===== config.mk =====
export PLATFORM = sky130hd
export DESIGN_NAME = random_range
export DESIGN_NICKNAME = d
export VERILOG_FILES = /design/src/rtl/random_pkg.sv /design/src/rtl/random_range_lfsr_core.sv /design/src/rtl/random_range.sv
export SDC_FILE = /design/constraint.sdc
export NUM_CORES = 1
export LEC_CHECK = 0
export BUFFER_PORTS_ARGS = -buffer_cell sky130_fd_sc_hd__buf_4
export CAP_MARGIN = 10
export CORE_AREA = 2 2 120 122
export DETAILED_ROUTE_END_ITERATION = 6
export DIE_AREA = 0 0 122 124
export PLACE_DENSITY = 0.6
export SYNTH_ARGS = -nofsm -noshare
export SYNTH_HDL_FRONTEND = slang
export SYNTH_SLANG_ARGS = --single-unit

===== constraint.sdc =====
create_clock -name clk -period 3.53 [get_ports clk]
set_clock_uncertainty 0.05 [all_clocks]
set_input_delay 0.706 -clock clk [delete_from_list [all_inputs] [get_ports clk]]
set_output_delay 0.706 -clock clk [all_outputs]
set_load 0.01 [all_outputs]

===== src/rtl/random_pkg.sv =====
// Shared definitions for the random_range generator: FSM encoding and
// known-good Galois feedback masks for common LFSR widths.
package random_pkg;

  typedef enum logic [1:0] {
    ST_IDLE = 2'd0,
    ST_MASK = 2'd1,
    ST_DRAW = 2'd2
  } rr_state_e;

  localparam logic [15:0] TAPS_16 = 16'hB400;
  localparam logic [31:0] TAPS_32 = 32'h8020_0003;
  localparam logic [63:0] TAPS_64 = 64'hD800_0000_0000_0000;

  // Falls back to the 32-bit mask for widths without a tabulated polynomial.
  function automatic logic [63:0] default_taps(input int w);
    case (w)
      16:      return {48'd0, TAPS_16};
      64:      return TAPS_64;
      default: return {32'd0, TAPS_32};
    endcase
  endfunction

endpackage


===== src/rtl/random_range_lfsr_core.sv =====
// Right-shift Galois LFSR with seed load, step enable and zero-seed
// substitution so the register can never enter the all-zero lock-up state.
module lfsr_core #(
  parameter int               WIDTH        = 32,
  parameter logic [WIDTH-1:0] TAPS         = WIDTH'(32'h8020_0003),
  parameter logic [WIDTH-1:0] DEFAULT_SEED = WIDTH'(32'h4789_FA12)
) (
  input  logic             clk,
  input  logic             rstn,
  input  logic             load,
  input  logic [WIDTH-1:0] load_val,
  input  logic             step,
  output logic [WIDTH-1:0] state
);

  logic [WIDTH-1:0] state_q;
  logic [WIDTH-1:0] step_d;
  logic [WIDTH-1:0] load_d;

  assign step_d = (state_q >> 1) ^ (state_q[0] ? TAPS : '0);
  assign load_d = (load_val == '0) ? DEFAULT_SEED : load_val;

  always_ff @(posedge clk or negedge rstn) begin
    if (!rstn) begin
      state_q <= DEFAULT_SEED;
    end else if (load) begin
      state_q <= load_d;
    end else if (step) begin
      state_q <= step_d;
    end
  end

  assign state = state_q;

endmodule


===== src/rtl/random_range.sv =====
// Free-running LFSR source plus a handshaked draw unit returning a uniform
// value in [lo, hi] by rejection sampling with a bounded retry fallback.
module random_range
  import random_pkg::*;
#(
  parameter int               WIDTH        = 32,
  parameter logic [WIDTH-1:0] TAPS         = WIDTH'(default_taps(WIDTH)),
  parameter logic [WIDTH-1:0] DEFAULT_SEED = WIDTH'(32'h4789_FA12),
  parameter int               OUT_W        = 10,
  parameter int               MAX_TRIES    = 8
) (
  input  logic             clk,
  input  logic             rstn,
  input  logic [WIDTH-1:0] seed,
  input  logic             seed_load,
  input  logic             step_en,
  input  logic             req,
  input  logic [OUT_W-1:0] lo,
  input  logic [OUT_W-1:0] hi,
  output logic             busy,
  output logic             valid,
  output logic [OUT_W-1:0] value,
  output logic [WIDTH-1:0] number
);

  localparam int TRY_W = (MAX_TRIES > 1) ? $clog2(MAX_TRIES) : 1;
  localparam logic [TRY_W-1:0] LAST_TRY = TRY_W'(MAX_TRIES - 1);

  // Smear the top set bit downward: smallest all-ones mask covering d.
  function automatic logic [OUT_W-1:0] span_mask(input logic [OUT_W-1:0] d);
    logic [OUT_W-1:0] m;
    m = d;
    for (int i = 1; i < OUT_W; i = i * 2) begin
      m = m | (m >> i);
    end
    return m;
  endfunction

  rr_state_e        state_q;
  logic [OUT_W-1:0] lo_q, hi_q, diff_q, mask_q, value_q;
  logic [TRY_W-1:0] tries_q;
  logic             valid_q;

  logic [OUT_W-1:0] diff_d;
  logic [OUT_W-1:0] cand_d;
  logic             lfsr_step;

  assign lfsr_step = (state_q == ST_DRAW) || step_en;
  assign diff_d    = hi_q - lo_q;
  assign cand_d    = number[OUT_W-1:0] & mask_q;

  lfsr_core #(
    .WIDTH        (WIDTH),
    .TAPS         (TAPS),
    .DEFAULT_SEED (DEFAULT_SEED)
  ) u_lfsr (
    .clk      (clk),
    .rstn     (rstn),
    .load     (seed_load),
    .load_val (seed),
    .step     (lfsr_step),
    .state    (number)
  );

  always_ff @(posedge clk or negedge rstn) begin
    if (!rstn) begin
      state_q <= ST_IDLE;
      lo_q    <= '0;
      hi_q    <= '0;
      diff_q  <= '0;
      mask_q  <= '0;
      value_q <= '0;
      tries_q <= '0;
      valid_q <= 1'b0;
    end else begin
      valid_q <= 1'b0;
      case (state_q)
        ST_IDLE: begin
          if (req) begin
            lo_q    <= (lo > hi) ? hi : lo;
            hi_q    <= (lo > hi) ? lo : hi;
            state_q <= ST_MASK;
          end
        end
        ST_MASK: begin
          diff_q  <= diff_d;
          mask_q  <= span_mask(diff_d);
          tries_q <= '0;
          state_q <= ST_DRAW;
        end
        ST_DRAW: begin
          if (cand_d <= diff_q) begin
            value_q <= lo_q + cand_d;
            valid_q <= 1'b1;
            state_q <= ST_IDLE;
          end else if (tries_q == LAST_TRY) begin
            // mask < 2*(d+1), so halving a rejected candidate lands inside the range.
            value_q <= lo_q + (cand_d >> 1);
            valid_q <= 1'b1;
            state_q <= ST_IDLE;
          end else begin
            tries_q <= tries_q + 1'b1;
          end
        end
        default: state_q <= ST_IDLE;
      endcase
    end
  end

  assign busy  = (state_q != ST_IDLE);
  assign valid = valid_q;
  assign value = value_q;

endmodule

==> flow_results.org <==
** Drt
- Initial DRT Pass Iterations :: 6
- After detailed routing, the total wire length is roughly 13 mm.
- Post-detailed-route via-to-cell ratio :: between 5 and 6
- After the first detailed-routing iteration, the DRC count stood at 242.
- Vias post-DR :: 4,519
- Wirelength per Cell :: 15.0 um
- For this run, design rule violations remaining after detail routing come to 0.
- Antenna-violating nets left :: 0

** Critical path
- Counting both buffers and inverters, the worst setup path holds a total of 2.
- Largest stage delay on the critical path :: ~0.54 ns
- In this run the worst path has a maximum fanout of 5.
- Data on the critical path is required at its endpoint by around 3.7 ns.
- The worst setup path is of the flop to flop kind.
- The kind of cell with the highest combined delay along the critical path is compound AO/OA/AOI/OAI gates.
- The largest individual stage delay along the critical path comes from the cell sky130_fd_sc_hd__dfstp_2.
- STA classifies the critical path startpoint as a flop.
- Endpoint type of the worst setup path :: flop
- Data arrives at the worst endpoint at 3.63 ns.
- The critical path goes through nand2_2, inv_2, ha_4, nand4_1, nor3_2, a21o_1, nor3_2, buf_4, o21ai_2, ha_2, fa_2, a21o_1, a21oi_2, o21ai_2, o41ai_2, xnor2_1, mux2_4.

** Power
- Internal power comes to 3.97 mW.
- Combinational share of power :: 61.6%
- Power Density :: 991 nW/um^2
- Leakage power summed over all cells :: 3.30 nW
- Switching component of the power :: 2.99 mW
- Portion of total power attributed to sequential cells :: between 20% and 30%
- Switching Fraction :: 43.0%
- Worst voltage drop across the vdd grid :: 0.417 mV
- The share of total power dissipated in the clock network is 14.0%.

** Placement
- Detailed placement ended at an HPWL of 10.5 mm.
- The count of buffers added on input and output ports is 100.
- In this run, placement finished with an instance count of between 800 and 900.
- Final weighted congestion in routability-driven placement :: 0.938

** Yosys
- Mapped Avg Cell Area :: between 9 and 10 um^2
- Sequential-to-total area share from yosys stat :: 40.7%
- Number of distinct library cells after synthesis :: 53
- Counting flops with a built-in enable in the synthesized netlist gives 0.
- Synthesis produced 582 cells.
- Yosys warning total :: 0
- The cell area that synthesis handed to floorplanning was 5390 um^2.
- Net Count, Synth :: between 600 and 700
- After synthesis the netlist holds a flip-flop and latch count of 87.
- Flip-flop cell with the highest count after synthesis :: sky130_fd_sc_hd__dfrtp_1
- Fraction of synthesis flops using an asynchronous set or reset pin :: 100%

** Outcome
- Result of the run :: finished clean

** Timing
- Final number of max-transition violations :: 0
- For this run, the top clock speed supported by timing is 290 MHz.
- RSZ-0062 raised after global routing :: true
- Headroom to the max-slew limit came out at approximately 28%.
- Tmin final :: 3.45 ns
- Hold Fails Final Rpt :: 0
- Count of final setup violators :: 0
- At the pin with the least slew margin, the transition time is between 1 and 1.5 ns.
- Setup TNS :: 0 ns
- Tcrit/Tclk final :: 97.7%

** CTS
- TritonCTS built the clock tree.
- In this run, CTS created clock tree buffers numbering 9.
- After clock tree synthesis, the clock-pin slew on the worst setup and hold paths is 0.06 ns.
- Number of clock sinks :: 87
- No sink is reached through more buffers than the 2 on the longest clock path.
- Clock Root Buffer :: sky130_fd_sc_hd__clkbuf_16
- Skew-Pair Late Insertion Delay :: ~0.34 ns
- Hold repair after CTS inserted 0 buffers.
- CTS H-tree depth :: 3

** Finish
- Most common cell after layout, fill and taps aside :: sky130_fd_sc_hd__buf_4
- Final net count :: 806
- Fraction of final layout cells with drive strength greater than 1 :: a little under a third
- The finished layout holds 888 standard cells, fillers aside.
- The area growth from synthesis to layout is 30.2%.
- Multi-input logic area :: 3090 um^2
- Antenna cell count :: 0
- Fill cells in the final layout number 1,287.
- In the layout the commonest cells are 134 x sky130_fd_sc_hd__buf_4, 77 x sky130_fd_sc_hd__nand2_1, 72 x sky130_fd_sc_hd__dfrtp_1.
- Sequential Area :: 2200 um^2

** Flow run
- Max-cap violations in this run came to 0.

** GRT
- For this run the aggregate overflow at the end of global routing stands at 0.
- Global-route wire length before repair :: 21.4 mm
- Antenna violations before repair :: 0
- Largest net degree at the start of global routing :: 41
- Across every metal layer, demand over resource in global routing totals 18.1%.
- The via count of the first global-routing pass came to 4,375.

** Floorplanning
- The die is 122 um wide.
- Vertical extent of the die :: 124 um
- Io pins :: ~100
- Initial core utilization :: 39.3%
- In this run the standard cell core region covers 13,700 um^2.
- Total die area :: 15,100 um^2
- After floorplanning, the core was divided into 43 placement rows.

** Worst hold path
- HP Class :: input pin to asynchronous set/reset pin
[synthesized netlist by cell type, types with 2 or more instances]
cell	number	area (um^2)
sky130_fd_sc_hd__a211oi_1	3	22.5
sky130_fd_sc_hd__a21o_1	5	37.5
sky130_fd_sc_hd__a21oi_1	15	75.1
sky130_fd_sc_hd__a21oi_2	2	17.5
sky130_fd_sc_hd__a22oi_1	2	15.0
sky130_fd_sc_hd__a31oi_1	7	43.8
sky130_fd_sc_hd__and3_1	3	18.8
sky130_fd_sc_hd__buf_2	4	20.0
sky130_fd_sc_hd__clkbuf_1	20	75.1
sky130_fd_sc_hd__dfrtp_1	72	1800
sky130_fd_sc_hd__dfstp_2	15	394
sky130_fd_sc_hd__fa_1	2	40.0
sky130_fd_sc_hd__ha_1	44	551
sky130_fd_sc_hd__inv_1	50	188
sky130_fd_sc_hd__mux2_1	12	135
sky130_fd_sc_hd__mux2_2	2	22.5
sky130_fd_sc_hd__mux2i_1	38	380
sky130_fd_sc_hd__nand2_1	82	308
sky130_fd_sc_hd__nand2b_1	4	25.0
sky130_fd_sc_hd__nand3_1	2	10.0
sky130_fd_sc_hd__nand4_1	5	31.3
sky130_fd_sc_hd__nor2_1	31	116
sky130_fd_sc_hd__nor2_2	2	12.5
sky130_fd_sc_hd__nor2b_1	4	25.0
sky130_fd_sc_hd__nor3_1	7	35.0
sky130_fd_sc_hd__nor4_1	9	56.3
sky130_fd_sc_hd__o21a_1	6	45.0
sky130_fd_sc_hd__o21ai_0	62	310
sky130_fd_sc_hd__o21ai_1	11	55.1
sky130_fd_sc_hd__o21bai_1	2	15.0
sky130_fd_sc_hd__o22ai_1	19	119
sky130_fd_sc_hd__or3b_2	2	17.5
sky130_fd_sc_hd__xnor2_1	11	96.3
sky130_fd_sc_hd__xor2_1	8	70.1
[layer usage]
layer	vias to the layer above	GRT usage, %	wire (um)
met3	10	3.43	495
met1	2158	25.0	6320
met2	74	29.2	6370
met4	0	4.81	142
li1	2277	-	-
met5	-	0	0
[registers in the layout (all words and copies together), names as in the netlist]
name,count
diff_q,10
hi_q,10
lo_q,10
mask_q,9
state_q,2
tries_q,3
u_lfsr.state,32
valid,1
value,10
[area by class of cell]
cell class                      count  area share, %
Multi-Input combinational cell    420           44.0
Sequential cell                    87           31.3
Timing Repair Buffer              135           14.4
Clock buffer                       10           3.41
Tap cell                          180           3.21
Inverter                           50           2.67
Clock inverter                      6          0.981
[worst paths after layout]
path                                 start              end  slack [ns]  depth (start not counted)
min                                   rstn          hi_q[4]        0.28                          1
max in group asynchronous             rstn  u_lfsr.state[9]        2.37                          2
max                        u_lfsr.state[4]         value[8]        0.08                         17
max reg2reg                u_lfsr.state[4]         value[8]        0.08                         17
min reg2reg                        hi_q[2]          hi_q[2]        0.44                          2
min in group clk                   hi_q[2]          hi_q[2]        0.44                          2
[what timing repair did]
action                                  4_1_cts  5_1_grt
endpoints found under the setup margin        4        5
resized for setup                             5       28
cloned                                        0        1
buffers inserted                              1        6
pin swaps                                     5        1
[power by group through the flow]
stage | sequential [mW] | clock [mW] | combinational, mW
6_report | 1.70 | 0.975 | 4.28
2_1_floorplan | 1.71 | 0 | 2.69
5_1_grt | 1.75 | 1.04 | 4.77
3_3_place_gp | 1.70 | 0 | 3.86
3_5_place_dp | 1.72 | 0 | 3.95
4_1_cts | 1.70 | 1.00 | 4.04
[stage by stage]
step | hold slack (ns) | worst slack (ns) | utilization, % | area (um^2) | power [mW]
floorplan | 0.360 | -0.141 | - | 5440 | 4.40
global placement | 0.424 | -0.0211 | 47.5 | 6520 | 5.56
detailed placement | 0.433 | -0.118 | 47.5 | 6520 | 5.67
CTS | 0.286 | 0.0201 | 49.9 | 6850 | 6.74
global route | 0.307 | -0.119 | 51.2 | 7020 | 7.57
finish | 0.275 | 0.0805 | 51.2 | 7020 | 6.96
[cells by family (layout without fill, tap and decap cells)]
logic type               count (synthesis)  in the layout  share of synthesized area (%)
AO/OA/AOI/OAI                          146            146                           16.3
XOR/XNOR                                20             20                           3.39
adder cells (fa/ha/maj)                 46             46                           11.0
buffers and inverters                   75            201                           5.32
flip-flops                              87             87                           40.7
multiplexers                            52             52                           9.98
AND/OR/NAND/NOR                        156            156                           13.3
[worst register-to-register path: cells and delay by family, from the launching register on]
family | cells | cell delay, ns
flops | 1 | 0.54
fa+ha+maj | 3 | 0.73
xor+xnor | 1 | 0.10
simple gates | 4 | 0.45
compound gates | 6 | 0.95
buf+inv | 2 | 0.25
mux | 1 | 0.26
Note: power is estimated with default switching activity, not from simulation.
